<file path="src/rtl/clint_timer.sv">
// Machine timer / software interrupt slave: mtime, mtimecmp, msip and MTI/MSI generation.
// Optional prescaler on the mtime tick is built when CLINT_PRESCALE_EN is defined.
module clint_timer #(
    parameter int unsigned ADDR_W   = 16,
    parameter int unsigned TICK_DIV = 1
) (
    input  logic              clk,
    input  logic              rst,
    input  logic              req_valid,
    input  logic              req_we,
    input  logic [ADDR_W-1:0] req_addr,
    input  logic [7:0]        req_word_sel,
    input  logic [63:0]       req_wdata,
    output logic              rsp_valid,
    output logic [63:0]       rsp_rdata,
    output logic              exc_en,
    output logic [3:0]        exc_code,
    output logic [63:0]       exc_val,
    output logic              irq_en,
    output logic [3:0]        irq_code,
    output logic [63:0]       irq_val
);

    localparam int unsigned XLEN = 64;

    localparam logic [ADDR_W-1:0] MSIP_ADDR     = ADDR_W'(16'h0000);
    localparam logic [ADDR_W-1:0] MTIMECMP_ADDR = ADDR_W'(16'h4000);
    localparam logic [ADDR_W-1:0] MTIME_ADDR    = ADDR_W'(16'hBFF8);

    localparam logic [3:0] CODE_LOAD_FAULT  = 4'd5;
    localparam logic [3:0] CODE_STORE_FAULT = 4'd7;
    localparam logic [3:0] CODE_MSI         = 4'd3;
    localparam logic [3:0] CODE_MTI         = 4'd7;

    logic [XLEN-1:0] mtime_q, mtime_d;
    logic [XLEN-1:0] mtimecmp_q, mtimecmp_d;
    logic            msip_q, msip_d;
    logic            mtip_q, mtip_d;
    logic            msip_p_q, msip_p_d;

    logic            rsp_valid_q, rsp_valid_d;
    logic [XLEN-1:0] rsp_rdata_q, rsp_rdata_d;
    logic            exc_en_q, exc_en_d;
    logic [3:0]      exc_code_q, exc_code_d;
    logic [XLEN-1:0] exc_val_q, exc_val_d;
    logic            irq_en_q, irq_en_d;
    logic [3:0]      irq_code_q, irq_code_d;

    logic [XLEN-1:0] byte_mask_c;
    logic            hit_msip_c, hit_mtimecmp_c, hit_mtime_c;
    logic            fault_c, wr_c, rd_c;
    logic            tick_c;
    logic [XLEN-1:0] rd_word_c;

    // Address decode and access classification
    always_comb begin
        byte_mask_c = '0;
        for (int i = 0; i < 8; i++) begin
            byte_mask_c[i*8 +: 8] = {8{req_word_sel[i]}};
        end
        hit_msip_c     = (req_addr == MSIP_ADDR);
        hit_mtimecmp_c = (req_addr == MTIMECMP_ADDR);
        hit_mtime_c    = (req_addr == MTIME_ADDR);
        fault_c        = req_valid &&
                         ((req_addr[2:0] != 3'd0) ||
                          !(hit_msip_c || hit_mtimecmp_c || hit_mtime_c));
        wr_c           = req_valid && req_we && !fault_c && (req_word_sel != 8'd0);
        rd_c           = req_valid && !req_we && !fault_c;
    end

`ifdef CLINT_PRESCALE_EN
    localparam int unsigned PRE_W = (TICK_DIV > 1) ? $clog2(TICK_DIV) : 1;

    logic [PRE_W-1:0] presc_q, presc_d;

    // Prescaler restarts whenever software rewrites mtime
    always_comb begin
        tick_c  = (presc_q == PRE_W'(TICK_DIV - 1));
        presc_d = tick_c ? '0 : presc_q + PRE_W'(1);
        if (wr_c && hit_mtime_c) begin
            presc_d = '0;
        end
    end

    always_ff @(posedge clk or negedge rst) begin
        if (!rst) begin
            presc_q <= '0;
        end else begin
            presc_q <= presc_d;
        end
    end
`else
    logic unused_tick_div;

    assign tick_c          = 1'b1;
    assign unused_tick_div = ^32'(TICK_DIV);
`endif

    // Register file update; a store to mtime overrides the tick for the whole register
    always_comb begin
        mtime_d    = mtime_q + XLEN'(tick_c);
        mtimecmp_d = mtimecmp_q;
        msip_d     = msip_q;
        if (wr_c && hit_mtime_c) begin
            mtime_d = (mtime_q & ~byte_mask_c) | (req_wdata & byte_mask_c);
        end
        if (wr_c && hit_mtimecmp_c) begin
            mtimecmp_d = (mtimecmp_q & ~byte_mask_c) | (req_wdata & byte_mask_c);
        end
        if (wr_c && hit_msip_c && req_word_sel[0]) begin
            msip_d = req_wdata[0];
        end
    end

    // Pending bits from post-update state, interrupt outputs one cycle behind them
    always_comb begin
        mtip_d     = (mtime_d >= mtimecmp_d);
        msip_p_d   = msip_d;
        irq_en_d   = mtip_q || msip_p_q;
        irq_code_d = 4'd0;
        if (msip_p_q) begin
            irq_code_d = CODE_MSI;
        end else if (mtip_q) begin
            irq_code_d = CODE_MTI;
        end
    end

    // Load data reflects pre-update register contents
    always_comb begin
        rd_word_c = '0;
        if (hit_msip_c) begin
            rd_word_c = {{(XLEN-1){1'b0}}, msip_q};
        end else if (hit_mtimecmp_c) begin
            rd_word_c = mtimecmp_q;
        end else if (hit_mtime_c) begin
            rd_word_c = mtime_q;
        end
    end

    always_comb begin
        rsp_valid_d = req_valid;
        rsp_rdata_d = rsp_rdata_q;
        if (req_valid) begin
            rsp_rdata_d = '0;
        end
        if (rd_c) begin
            rsp_rdata_d = rd_word_c & byte_mask_c;
        end
        exc_en_d   = fault_c;
        exc_code_d = 4'd0;
        exc_val_d  = '0;
        if (fault_c) begin
            exc_code_d = req_we ? CODE_STORE_FAULT : CODE_LOAD_FAULT;
            exc_val_d  = XLEN'(req_addr);
        end
    end

    always_ff @(posedge clk or negedge rst) begin
        if (!rst) begin
            mtime_q     <= '0;
            mtimecmp_q  <= '1;
            msip_q      <= 1'b0;
            mtip_q      <= 1'b0;
            msip_p_q    <= 1'b0;
            rsp_valid_q <= 1'b0;
            rsp_rdata_q <= '0;
            exc_en_q    <= 1'b0;
            exc_code_q  <= 4'd0;
            exc_val_q   <= '0;
            irq_en_q    <= 1'b0;
            irq_code_q  <= 4'd0;
        end else begin
            mtime_q     <= mtime_d;
            mtimecmp_q  <= mtimecmp_d;
            msip_q      <= msip_d;
            mtip_q      <= mtip_d;
            msip_p_q    <= msip_p_d;
            rsp_valid_q <= rsp_valid_d;
            rsp_rdata_q <= rsp_rdata_d;
            exc_en_q    <= exc_en_d;
            exc_code_q  <= exc_code_d;
            exc_val_q   <= exc_val_d;
            irq_en_q    <= irq_en_d;
            irq_code_q  <= irq_code_d;
        end
    end

    assign rsp_valid = rsp_valid_q;
    assign rsp_rdata = rsp_rdata_q;
    assign exc_en    = exc_en_q;
    assign exc_code  = exc_code_q;
    assign exc_val   = exc_val_q;
    assign irq_en    = irq_en_q;
    assign irq_code  = irq_code_q;
    assign irq_val   = '0;

endmodule

</file>
<file path="config.mk">
export PLATFORM = sky130hd
export DESIGN_NAME = clint_timer
export DESIGN_NICKNAME = d
export VERILOG_FILES = /design/src/rtl/clint_timer.sv
export SDC_FILE = /design/constraint.sdc
export NUM_CORES = 1
export LEC_CHECK = 0
export ABC_CLOCK_PERIOD_IN_PS = 5090
export BUFFER_PORTS_ARGS = -buffer_cell sky130_fd_sc_hd__buf_2
export CELL_PAD_IN_SITES_DETAIL_PLACEMENT = 1
export CELL_PAD_IN_SITES_GLOBAL_PLACEMENT = 1
export CORE_UTILIZATION = 42
export CTS_BUF_LIST = sky130_fd_sc_hd__clkbuf_16
export CTS_CLUSTER_SIZE = 8
export DETAILED_ROUTE_END_ITERATION = 8
export PLACE_DENSITY_LB_ADDON = 0.1
export SYNTH_ARGS = -nofsm -noshare
export SYNTH_HDL_FRONTEND = slang
export SYNTH_SLANG_ARGS = --single-unit
</file>
<file path="constraint.sdc">
create_clock -name clk -period 5.09 [get_ports clk]
set_input_delay 0.509 -clock clk [delete_from_list [all_inputs] [get_ports clk]]
set_output_delay 0.509 -clock clk [all_outputs]
set_load 0.005 [all_outputs]
</file>
# --- After elaboration in Yosys (flattened, before gate mapping) ---
# Cells that the tools add are included.
classes:
  add_sub_neg: 1
  magnitude_cmp: 1
  eq_ne: 2
  mux: 12
  bitwise_logic: 7
  reduce_logical: 21
op_table:
  columns: ["op", "n"]
  rows:
  - ["2-to-1 mux 64 bit", 7]
  - ["AND 64 bit", 4]
  - ["OR 64 bit", 2]
  - ["adder 64 x 1 -> 64 bit (second input constant)", 1]
  - ["greater-or-equal comparator 64 bit", 1]
  - ["NOT 64 bit", 1]
  - ["== test 16 x 15 -> 1 bit (second input constant)", 1]
  - ["== test 16 bit (second input constant)", 1]
  - ["zero test 16 bit", 1]
  - ["2-to-1 mux 16 bit", 1]
  - ["logical AND 1 bit", 10]
  - ["2-to-1 mux 3 bit", 3]
  - ["nonzero test 8 bit", 1]
  - ["logical OR 1 bit", 4]
  - ["zero test 1 bit", 3]
  - ["nonzero test 3 bit", 1]
  - ["2-to-1 mux 2 bit", 1]
  - ["nonzero test 2 bit", 1]
word_totals:
  regBits: 269
  in_bits: 92
  output_inout_bits: 203
  wordCells: 55

# --- Logic depth before layout (Yosys ltp) ---
depth:
  ltp_word: 12
  mapped_depth: 18
  ltp_nobuf: 14

# --- Worst setup path before layout ---
# Ideal clock, no wire load.
synth_path:
  path_kind: "input -> register"
  from: "input port req_word_sel[5]"
  to: "register mtip_q"
  arrival_ns: 3.790
  slack_ns: 1.164
  stages: 16
  n_path_buf: 4
  cell_sequence: "buf_6 -> or4_1 -> o2111a_1 -> buf_6 -> and3_1 -> clkbuf_1 -> nand2_1 -> buf_2 -> mux2_2 -> ha_1 -> nand2b_1 -> a2111o_1 -> o211ai_1 -> o211ai_1 -> a21oi_1 -> o21ai_0"
synth_between:
  elab_chain_cells: 5
  elab_cells_between_ends: 13
  classes_between: "order compare: 1; mux: 2; bitwise: 6; reduce/logical: 4"
synth_lines:
  columns: ["item", "line_no", "source"]
  rows:
  - ["from (decl)", "12", "input logic [7:0] req_word_sel,"]
  - ["nonzero test 8 bit", "67", "wr_c = req_valid && req_we && !fault_c && (req_word_sel != 8'd0);"]
  - ["logical AND 1 bit", "67", null]
  - ["logical AND 1 bit", "107", "if (wr_c && hit_mtimecmp_c) begin"]
  - ["2-to-1 mux 64 bit", "107", null]
  - ["via mtimecmp_d[0]", "36", "logic [XLEN-1:0] mtimecmp_q, mtimecmp_d;"]
  - ["greater-or-equal comparator 64 bit", "117", "mtip_d = (mtime_d >= mtimecmp_d);"]
  - ["via mtip_d", "38", "logic mtip_q, mtip_d;"]
  - ["to (signal assigned)", "176", "mtip_q <= mtip_d;"]
  - ["to (decl)", "38", null]
# The timed path passes the listed nets, and every way through them passes these cells.
# A chain may end at the register's enable or synchronous reset.

# --- Final worst setup path ---
layout_path:
  from: "register mtime_q[0]"
  to: "register mtip_q"
layout_between:
  elab_cells_between_ends: 5
  classes_between: "add/sub: 1; order compare: 1; mux: 1; bitwise: 2"
layout_rtl:
  columns: ["item", "line_no", "source"]
  rows:
  - ["from (decl)", "35", "logic [XLEN-1:0] mtime_q, mtime_d;"]
  - ["from (signal assigned)", "173", "mtime_q <= mtime_d;"]
  - ["adder 64 x 1 -> 64 bit", "101", "mtime_d = mtime_q + XLEN'(tick_c);"]
  - ["2-to-1 mux 64 bit", "104", "if (wr_c && hit_mtime_c) begin"]
  - ["via mtime_d[52]", "35", null]
  - ["greater-or-equal comparator 64 bit", "117", null]
  - ["via mtip_d", "38", null]
# The timed path passes the listed nets, and every way through them passes these cells.

==> flow_results.org <==
** GRT
- The number of antenna violations at the first check in global routing is 1.
- First-pass GRT wire length :: ~63,000 um
- Total overflow reported by the global router :: 0
- The number of global-route vias before repair was around 11,000.
- Across every metal layer, demand over resource in global routing totals 0.253.
- Maximum number of pins on one net before global-route repair :: between 100 and 150

** Clock tree
- Gates resized during post-CTS repair numbered 0.
- Htree depth :: 1
- TritonCTS buffer count :: 30
- For the worst-skew pair, the clock arrives at the later sink with an insertion delay of approximately 0.55 ns.
- TritonCTS clock tree :: done
- Post-CTS Hold Fix Bufs :: 0
- After clock tree synthesis, the setup repair step added 0 buffers.
- Clock-pin slew was measured on the worst setup and hold paths at roughly 0.06 ns.
- No sink is reached through more buffers than the 3 on the longest clock path.
- The clock net in this run drives a total of 215 sinks.
- The tree is rooted in a clkbuf_16.

** Timing
- Slew at the pin closest to its max-slew limit :: ~1.1 ns
- Setup repair after global routing left no endpoint under its margin.
- Final worst path period share :: 0.875
- The count of final hold-check violations is 0.
- Pins Over Slew Limit :: 0
- The worst path needs about 4.5 ns of the cycle, external delays included.
- For the final database, setup skew stands at 0.0128 ns.
- Based on the critical path, the design can be clocked at up to 0.225 GHz.
- After routing, the total negative slack on setup checks comes to 0 ns.
- Total setup violations reported at the end of the flow :: 0
- Max-slew headroom :: 0.298

** Critical path
- STA classifies the critical path startpoint as a flop.
- In this run the critical register-to-register path is captured at mtip_q$_DFF_PN0_.
- Required arrival time at the worst endpoint :: about 5.5 ns
- The worst setup path is captured at a flop.
- Start point of the critical path :: mtime_q[0]$_DFF_PN0_
- Worst setup endpoint :: mtip_q$_DFF_PN0_
- At the worst endpoint, the arrival time is ~4.9 ns.
- Source of the worst register-to-register timing path :: mtime_q[0]$_DFF_PN0_
- R2R depth :: 14
- The critical path is of the flop to flop type.
- In this run the register-to-register setup slack is around 0.64 ns.
- In this run the worst path has a maximum fanout of 9.

** Routing
- Once detail routing completed, the nets flagged for antenna violations numbered 0.
- Drt initial violations :: 493
- Routed wirelength normalized by instance count :: roughly 21 um
- Dividing the detail-routed via count by the number of cells gives ~5.6.
- First-pass detailed-route iteration total :: 5
- After detailed routing, the number of remaining DRC violations is 0.
- Count of vias placed by the detailed router :: between 10,000 and 15,000
- Total Wirelength :: around 40,000 um

** Floorplan
- The die is about 180 um wide.
- In this run the standard cell core region covers about 0.031 mm2.
- The floorplan step defined a die boundary enclosing approximately 0.032 mm2.
- Site Rows :: 64
- In this run the vertical extent of the chip is 178 um.
- Pin placement for this block handled 295 I/O pins.
- Starting Density :: 0.427

** Placed design
- The wire-length estimate of the detail-placed layout is 29,300 um.
- Quantity of I/O buffers inserted on ports :: 180
- At the end of routability-driven placement, the weighted congestion stood at roughly 0.90.
- Number of cells in the design after placement :: roughly 1,900

** Yosys
- Share of synthesized area occupied by flip-flops and latches :: 0.418
- After synthesis the netlist holds a flip-flop and latch count of between 200 and 250.
- Most area-hungry cell type in the Yosys netlist :: dfrtp_1
- Synth top area cells :: dfrtp_1, dfstp_2, buf_4, ha_1, mux2_2
- Fraction of registers with async set/reset :: 1.00
- The most used flip-flop cell after synthesis is dfrtp_1.
- Dividing the synthesized area by the synthesized cell count gives 9.82 um2.
- Post-synth EDFFs :: 0
- Post-synth top area share :: 0.289
- Synthesized cell area :: 0.0131 mm2
- Post-synthesis instance total :: around 1,300
- The number of different library cells used by synthesis comes to 58.
- For this run, the number of Yosys warnings is 0.

** Final layout
- Of the cells placed in the final design, the portion with a size suffix greater than 1 is 0.256.
- Number of nets in the layout :: ~1,700
- Leading cell type in the layout, fill and taps excluded :: buf_2
- Leaving out filler cells and counting taps, the final layout contains slightly below 2,000.
- The top cell types in the final layout, fill and taps aside, are buf_2, dfrtp_1, conb_1.
- After filler insertion, the fill cell instance count of the layout stands at 3,562.
- Compared with the post-synthesis result, the final layout area differs by 14.1%.

** Status
- The run finished with clean final reports.

** Power and ir drop
- Pleak :: 0.00703 uW
- IR analysis of the VDD net gives a maximum drop of ~210 uV.
- In this run the power density over the cells is about 250 mW/mm2.

** Run
- Max-cap violations :: 0

** Hold path
- Class of the most critical hold timing path :: input pin to async pin
[metal layers]
metal / share of wire / global-route usage
met5: 0 / 0
met4: 0.023 / 0.0756
met3: 0.036 / 0.0273
met2: 0.49 / 0.427
met1: 0.45 / 0.342
[synthesized netlist by cell type, types with 8 or more instances]
cell,n
a211o_1,8
a211oi_1,14
a21o_1,15
a21oi_1,47
a22oi_1,65
and2_1,16
and3_1,36
buf_2,11
buf_4,119
clkbuf_1,41
dfrtp_1,151
dfstp_2,64
ha_1,65
inv_1,73
mux2_2,66
mux2i_1,66
nand2_1,77
nand3_1,59
nand4_1,31
nor2_1,57
nor3_1,19
nor4_1,16
o211ai_1,20
o21ai_0,32
o22ai_1,68
or3_1,9
[registers in the layout, summed over array words and instances, names as in the netlist]
signal,cells
mtimecmp_q,64
exc_val,16
irq_code,2
rsp_rdata,64
msip_p_q,1
exc_code,2
mtime_q,64
mtip_q,1
rsp_valid,1
[power breakdown]
group          internal [uW]  switching [uW]
Sequential              1720            3.71
Clock                   1070             768
Combinational           45.2             125
[stage by stage]
stage	cell area (um2)	setup WS (ns)	hold WS (ns)	total power [uW]	utilization
floorplan	13500	1.16	0.213	1870	-
global placement	14000	0.402	0.470	1920	0.459
detailed placement	14000	0.304	0.486	1920	0.459
CTS	14900	0.591	0.115	3780	0.487
global route	14900	0.249	0.143	3870	0.487
finish	14900	0.637	0.0441	3740	0.487
[area by class of cell]
cell class,count,area [um2],area share
Clock buffer,31,776,0.0520
Timing Repair Buffer,219,1200,0.0807
Clock inverter,21,78.8,0.00529
Multi-Input combinational cell,979,6620,0.444
Antenna cell,1,2.50,0.000168
Tap cell,396,495,0.0332
Sequential cell,215,5460,0.366
Inverter,73,274,0.0184
[worst min-delay path by stage]
stage	start	to	slack, ns	cells after the start
after global placement	rsp_rdata[0]$_DFFE_PN0P_	rsp_rdata[0]$_DFFE_PN0P_	0.47	2
after global routing	rst	rsp_rdata[54]$_DFFE_PN0P_	0.14	1
final	rst	rsp_rdata[54]$_DFFE_PN0P_	0.04	1
after detailed placement	rsp_rdata[0]$_DFFE_PN0P_	rsp_rdata[0]$_DFFE_PN0P_	0.49	2
after CTS	rst	rsp_rdata[53]$_DFFE_PN0P_	0.12	1
after floorplan	rst	exc_code[0]$_DFF_PN0_	0.21	0
[kinds of logic after synthesis]
family,Yosys count,share of synthesized area
and+or+nand+nor,350,0.137
AOI/OAI and AO/OA,317,0.166
buffers and inverters,249,0.108
DFF,215,0.418
muxes,132,0.107
adders and majority gates,65,0.0623
other,1,0.000287
xor gates and xnor gates,1,0.000671
[worst max-delay path, cell delays in order, from the launching register on]
cell and delay (ns):
dfrtp_1 0.44, ha_1 0.25, and4_1 0.31, nand3_1 0.23, or3_1 0.62, or4_1 0.71
o211ai_1 0.23, o211ai_1 0.15, ha_1 0.21, a21o_1 0.15, a21o_1 0.17, a21oi_1 0.16
o21ai_0 0.17, a221oi_1 0.37, o21ai_0 0.15
(Power assumes the default switching activity.)
